File: src/rtl/coreaxitoahbl_rw_arbiter_if.sv
// Request/grant bundle between the AXI slave front end and the
// read/write arbiter of the AXI-to-AHB-Lite bridge.
// master: drives AW/AR requests and xferDone; slave: the arbiter.
interface coreaxitoahbl_rw_arbiter_if #(
  parameter int ID_WIDTH = 4
);
  logic                AWVALID;
  logic [ID_WIDTH-1:0] AWID;
  logic                ARVALID;
  logic [ID_WIDTH-1:0] ARID;
  logic                xferDone;
  logic                AWREADYOut;
  logic                ARREADYOut;
  logic                wrGrant;
  logic                rdGrant;
  logic [ID_WIDTH-1:0] grantID;
  logic                timeoutErr;

  modport master (
    output AWVALID, AWID, ARVALID, ARID, xferDone,
    input  AWREADYOut, ARREADYOut, wrGrant, rdGrant,
    input  grantID, timeoutErr
  );

  modport slave (
    input  AWVALID, AWID, ARVALID, ARID, xferDone,
    output AWREADYOut, ARREADYOut, wrGrant, rdGrant,
    output grantID, timeoutErr
  );
endinterface

File: src/rtl/coreaxitoahbl_rw_arbiter.sv
// Round-robin read/write arbiter owning the shared AHB-Lite master.
// Ports: ACLK, ARESETN (sync, active-low), bus (slave modport).
module coreaxitoahbl_rw_arbiter #(
  parameter int ID_WIDTH = 4,
  parameter int TIMEOUT  = 256
) (
  input  logic                   ACLK,
  input  logic                   ARESETN,
  coreaxitoahbl_rw_arbiter_if.slave bus
);

  localparam int CW = (TIMEOUT > 1) ? $clog2(TIMEOUT) : 1;
  localparam logic [CW-1:0] CMAX = CW'(TIMEOUT - 1);

  typedef enum logic [1:0] {
    IDLE    = 2'd0,
    WR_BUSY = 2'd1,
    RD_BUSY = 2'd2
  } state_t;

  state_t              r_state;
  state_t              w_nstate;
  logic                r_lastWr;
  logic [CW-1:0]       r_cnt;
  logic [ID_WIDTH-1:0] r_grantID;
  logic                r_awready;
  logic                r_arready;
  logic                w_accWr;
  logic                w_accRd;
  logic                w_tmo;
  logic                w_busy;

  assign w_busy = (r_state != IDLE);

  always_comb begin
    w_nstate = r_state;
    w_accWr  = 1'b0;
    w_accRd  = 1'b0;
    w_tmo    = 1'b0;
    unique case (r_state)
      IDLE: begin
        // contended: alternate against the last winner
        if (bus.AWVALID && (!bus.ARVALID || !r_lastWr)) begin
          w_nstate = WR_BUSY;
          w_accWr  = 1'b1;
        end else if (bus.ARVALID) begin
          w_nstate = RD_BUSY;
          w_accRd  = 1'b1;
        end
      end
      WR_BUSY, RD_BUSY: begin
        // completion beats timeout on the same cycle
        if (bus.xferDone) begin
          w_nstate = IDLE;
        end else if (r_cnt == CMAX) begin
          w_nstate = IDLE;
          w_tmo    = 1'b1;
        end
      end
      default: w_nstate = IDLE;
    endcase
  end

  always_ff @(posedge ACLK) begin
    if (!ARESETN) begin
      r_state   <= IDLE;
      r_lastWr  <= 1'b0;
      r_cnt     <= '0;
      r_grantID <= '0;
      r_awready <= 1'b0;
      r_arready <= 1'b0;
    end else begin
      r_state   <= w_nstate;
      r_awready <= w_accWr;
      r_arready <= w_accRd;
      if (w_accWr) begin
        r_grantID <= bus.AWID;
        r_lastWr  <= 1'b1;
        r_cnt     <= '0;
      end else if (w_accRd) begin
        r_grantID <= bus.ARID;
        r_lastWr  <= 1'b0;
        r_cnt     <= '0;
      end else if (w_busy && !bus.xferDone
                   && r_cnt != CMAX) begin
        r_cnt <= r_cnt + 1'b1;
      end
    end
  end

  assign bus.AWREADYOut = r_awready;
  assign bus.ARREADYOut = r_arready;
  assign bus.wrGrant    = (r_state == WR_BUSY);
  assign bus.rdGrant    = (r_state == RD_BUSY);
  assign bus.grantID    = r_grantID;
  // gated by reset so an aborted grant never reports a timeout
  assign bus.timeoutErr = ARESETN & w_tmo;

endmodule

File: src/flat_wrapper.sv
// flat-port wrapper written by rule: the top's interface ports become plain ports
module coreaxitoahbl_rw_arbiter_flat 
#(
  parameter int ID_WIDTH = 4,
  parameter int TIMEOUT  = 256
)
  (ACLK, ARESETN, bus_AWVALID, bus_AWID, bus_ARVALID, bus_ARID, bus_xferDone, bus_AWREADYOut, bus_ARREADYOut, bus_wrGrant, bus_rdGrant, bus_grantID, bus_timeoutErr);
  coreaxitoahbl_rw_arbiter_if #(.ID_WIDTH(ID_WIDTH)) bus_i ();
  input  logic ACLK;
  input  logic ARESETN;
  input wire logic [$bits(bus_i.AWVALID)-1:0] bus_AWVALID;
  input wire logic [$bits(bus_i.AWID)-1:0] bus_AWID;
  input wire logic [$bits(bus_i.ARVALID)-1:0] bus_ARVALID;
  input wire logic [$bits(bus_i.ARID)-1:0] bus_ARID;
  input wire logic [$bits(bus_i.xferDone)-1:0] bus_xferDone;
  output wire logic [$bits(bus_i.AWREADYOut)-1:0] bus_AWREADYOut;
  output wire logic [$bits(bus_i.ARREADYOut)-1:0] bus_ARREADYOut;
  output wire logic [$bits(bus_i.wrGrant)-1:0] bus_wrGrant;
  output wire logic [$bits(bus_i.rdGrant)-1:0] bus_rdGrant;
  output wire logic [$bits(bus_i.grantID)-1:0] bus_grantID;
  output wire logic [$bits(bus_i.timeoutErr)-1:0] bus_timeoutErr;
  assign bus_i.AWVALID = bus_AWVALID;
  assign bus_i.AWID = bus_AWID;
  assign bus_i.ARVALID = bus_ARVALID;
  assign bus_i.ARID = bus_ARID;
  assign bus_i.xferDone = bus_xferDone;
  assign bus_AWREADYOut = bus_i.AWREADYOut;
  assign bus_ARREADYOut = bus_i.ARREADYOut;
  assign bus_wrGrant = bus_i.wrGrant;
  assign bus_rdGrant = bus_i.rdGrant;
  assign bus_grantID = bus_i.grantID;
  assign bus_timeoutErr = bus_i.timeoutErr;
  coreaxitoahbl_rw_arbiter #(.ID_WIDTH(ID_WIDTH), .TIMEOUT(TIMEOUT)) u_core (.ACLK(ACLK), .ARESETN(ARESETN), .bus(bus_i));
endmodule
File: config.mk
export PLATFORM = sky130hd
export DESIGN_NAME = coreaxitoahbl_rw_arbiter_flat
export DESIGN_NICKNAME = d
export VERILOG_FILES = /design/src/rtl/coreaxitoahbl_rw_arbiter_if.sv /design/src/rtl/coreaxitoahbl_rw_arbiter.sv /design/src/flat_wrapper.sv
export SDC_FILE = /design/constraint.sdc
export NUM_CORES = 1
export LEC_CHECK = 0
export CAP_MARGIN = 5
export CORE_MARGIN = 2
export CORE_UTILIZATION = 30
export DETAILED_ROUTE_END_ITERATION = 7
export PLACE_DENSITY_LB_ADDON = 0.2
export SLEW_MARGIN = 15
export SYNTH_ARGS = -nofsm -noshare
export SYNTH_HDL_FRONTEND = slang
export SYNTH_SLANG_ARGS = --single-unit
export TNS_END_PERCENT = 5
File: constraint.sdc
create_clock -name ACLK -period 1.3 [get_ports ACLK]
set_input_delay 0.195 -clock ACLK [delete_from_list [all_inputs] [get_ports ACLK]]
set_output_delay 0.195 -clock ACLK [all_outputs]
set_load 0.02 [all_outputs]
==> flow_metrics.py <==
metrics = {
    "detailed_routing": {
        "wl_per_cell_um": 12.1,
        "postRouteAntennaNets": 0,
        "wirelength_mm": 1.92,
        "vias": 767,
        "dr.pass1.iters": 4,
        "drc_errors": 0,
        "viasPerCell": 4.82,
        "drt_iter0_markers": 13,
    },
    "yosys": {
        "ys_top_cells_by_count": "17 x dfxtp_1, 13 x nor2_1, 7 x inv_1",
        "synth_edf_count": 0,
        "syn_avg_cell_area_um2": 9.75,
        "yosysWarnings": 0,
        "synth-seq-area-share_pct": 39.7,
        "synth_top_area_share_pct": 39.7,
        "ys_types": 30,
        "synth.most_common_cell": "dfxtp_1",
        "syn_area_um2": 858,
        "synthTopCellsByArea": "dfxtp_1 40%, xor2_1 6.1%, ha_1 5.8%",
        "yosys_register_bits": 17,
        "synthCells": 88,
        "synth_fp_nets": 105,
        "synth_area_leader_cell": "dfxtp_1",
        "ys.flop_type": "dfxtp_1",
        "async_flop_share_pct": 0,
    },
    "floorplan": {
        "die_w_um": 57.5,
        "chipHeight_um": 57.5,
        "core_area_um2": 2730,
        "initial_core_util_pct": 31.4,
        "ios": 22,
        "row_count": 19,
        "die_area_um2": 3310,
    },
    "grt": {
        "grt_pass1_wl_mm": 3.39,
        "grt_util_all_layers_pct": 13.0,
        "grt_max_degree": 11,
        "overflow": 0,
        "grt_antenna_before_repair": 0,
        "grt_pass1_vias": 825,
    },
    "clocking": {
        "cts_buffers": 3,
        "htreeDepth": 1,
        "insertion_delay_ns": 0.30,
        "cts_tree": "done",
        "clkTransAtPathRegs_ns": 0.11,
        "cts.sinks": 17,
        "clockBufferDepth": 2,
        "clockRootBuffer": "clkbuf_4",
        "hold_buffers": 0,
    },
    "layout": {
        "n_fill_cell": 263,
        "seqCellArea_um2": 345,
        "final_core_util_pct": 47.0,
        "fin_area_um2": 1280,
        "multiInputGateArea_um2": 529,
        "num_antenna_cells": 0,
        "fin_nets": 146,
        "drive_above_1_share_pct": 35.9,
        "area_growth_pct": 49.7,
    },
    "power_and_ir_drop": {
        "p_leak_uw": 0.000571,
        "p_per_area_nw_per_um2": 974,
        "irDropWorstVdd_v": 0.000625,
        "power.total_uw": 1250,
    },
    "worst_hold_path": {
        "hold_class": "reg -> reg",
    },
    "job": {
        "maxCapViolations": 0,
    },
    "worst_setup_path": {
        "cp_slowest_cell": "dfxtp_2",
        "path_buf_inv": 2,
        "cpPeakStageDelay_ns": 0.36,
        "critPathTopFamily": "flip-flops",
        "worst_ep_required_time_ns": 1.11,
        "crit_type": "reg -> out",
        "start_kind": "register",
        "path_cells": "inv_2, ha_4, nand3_2, nor3_2, buf_4",
        "endpoint_kind": "output pin",
        "arrival_ns": 1.30,
        "cp_max_fo": 2,
    },
    "sta": {
        "period_needed_ns": 1.49,
        "report.final.slew_viol_count": 0,
        "max_freq_mhz": 670,
        "fin_worst_skew_ns": 0.000712,
        "worst_slew_pin_slew_ns": 0.236,
        "setup_viol": 8,
        "rsz0062_at_grt": "yes",
        "hold_viol": 0,
        "fin_ws_ns": -0.192,
        "layout_worst_path_cycle_share_pct": 115,
        "slew_headroom_pct": 84.3,
    },
    "placed_design": {
        "gp_congestion": 0.736,
        "dpl.hpwl_mm": 1.47,
        "port_buffers": 21,
        "dpl-instance-area_um2": 1220,
    },
    "run_status": {
        "status": "complete, but fails checks",
        "violations": "setup timing",
    },
}
cell type report:
cell class / count / area share [%]
Tap cell: 31 / 3.02
Sequential cell: 17 / 26.9
Clock buffer: 3 / 1.75
Multi-Input combinational cell: 62 / 41.2
Inverter: 7 / 2.04
Clock inverter: 1 / 0.389
Timing Repair Buffer: 38 / 24.7
cells by family (layout without fill, tap and decap cells):
| family | after synthesis | after routing | synth area share, % |
|---|---|---|---|
| multiplexers | 5 | 5 | 5.83 |
| AND/OR/NAND/NOR | 31 | 31 | 21.9 |
| flip-flops | 17 | 17 | 39.7 |
| XOR/XNOR | 6 | 6 | 6.12 |
| adder cells (fa/ha/maj) | 4 | 4 | 5.83 |
| AO/OA/AOI/OAI | 16 | 16 | 15.0 |
| buffers and inverters | 9 | 49 | 5.69 |
final timing paths:
check	end	cells past startpoint	slack, ns	start
setup / recovery	bus_timeoutErr	5	-0.19	u_core.r_state[1]$_SDFFE_PN0P_
hold reg to reg	u_core.bus.grantID[2]$_SDFFE_PN0P_	2	0.51	u_core.bus.grantID[2]$_SDFFE_PN0P_
setup reg to reg	u_core.r_cnt[7]$_SDFFE_PP0P_	6	-0.03	u_core.r_state[1]$_SDFFE_PN0P_
hold / removal	u_core.bus.grantID[2]$_SDFFE_PN0P_	2	0.51	u_core.bus.grantID[2]$_SDFFE_PN0P_
sequential cells by signal, indices dropped and copies added (netlist names):
name	count
u_core.r_lastWr	1
u_core.r_state	2
u_core.bus.AWREADYOut	1
u_core.bus.grantID	4
u_core.r_cnt	8
u_core.bus.ARREADYOut	1
power breakdown:
group / internal, uW / switching, uW
clock network: 115 / 183
registers: 561 / 20.9
logic: 182 / 190
total: 857 / 394
routing by layer:
layer | GRT usage (%) | up-vias | wire [um]
met5 | 0 | - | 0
li1 | - | 396 | -
met1 | 14.3 | 354 | 836
met2 | 22.4 | 13 | 962
met4 | 7.31 | 0 | 33
met3 | 3.63 | 4 | 90
per-stage QoR:
stage / TNS [ns] / worst slack (ns) / instances / hold slack, ns
after floorplan: -0.255 / -0.0540 / 88 / 0.323
after global placement: -3.47 / -0.401 / 155 / 0.488
after detailed placement: -3.56 / -0.432 / 155 / 0.496
after CTS: -0.657 / -0.194 / 159 / 0.510
after global routing: -1.57 / -0.288 / 159 / 0.525
final: -0.383 / -0.192 / 159 / 0.507
cells in the final DEF, fill, tap and decap left out, types with 3 or more instances in the layout:
| cell | n |
|---|---|
| buf_4 | 18 |
| nand2_1 | 3 |
| clkdlybuf4s50_1 | 12 |
| clkbuf_4 | 3 |
| xor2_1 | 6 |
| mux2i_1 | 5 |
| dlygate4sd2_1 | 6 |
| dfxtp_2 | 4 |
| o211ai_1 | 3 |
| nor2_1 | 12 |
| dfxtp_1 | 13 |
| inv_1 | 5 |
| a211oi_1 | 4 |
what timing repair did:
| item | CTS | global route |
|---|---|---|
| buffers inserted | 0 | 0 |
| resized for setup | 31 | 4 |
| hold endpoints to repair | 0 | 0 |
| pin swaps | 4 | 3 |
| setup endpoints to repair | 24 | 17 |
| cloned | 0 | 0 |
tightest hold or removal path: stages, from the launching register on:
cell	delay, ns
dfxtp_1	0.32
nor2_1	0.10
a211oi_1	0.05
(Power assumes the default switching activity.)
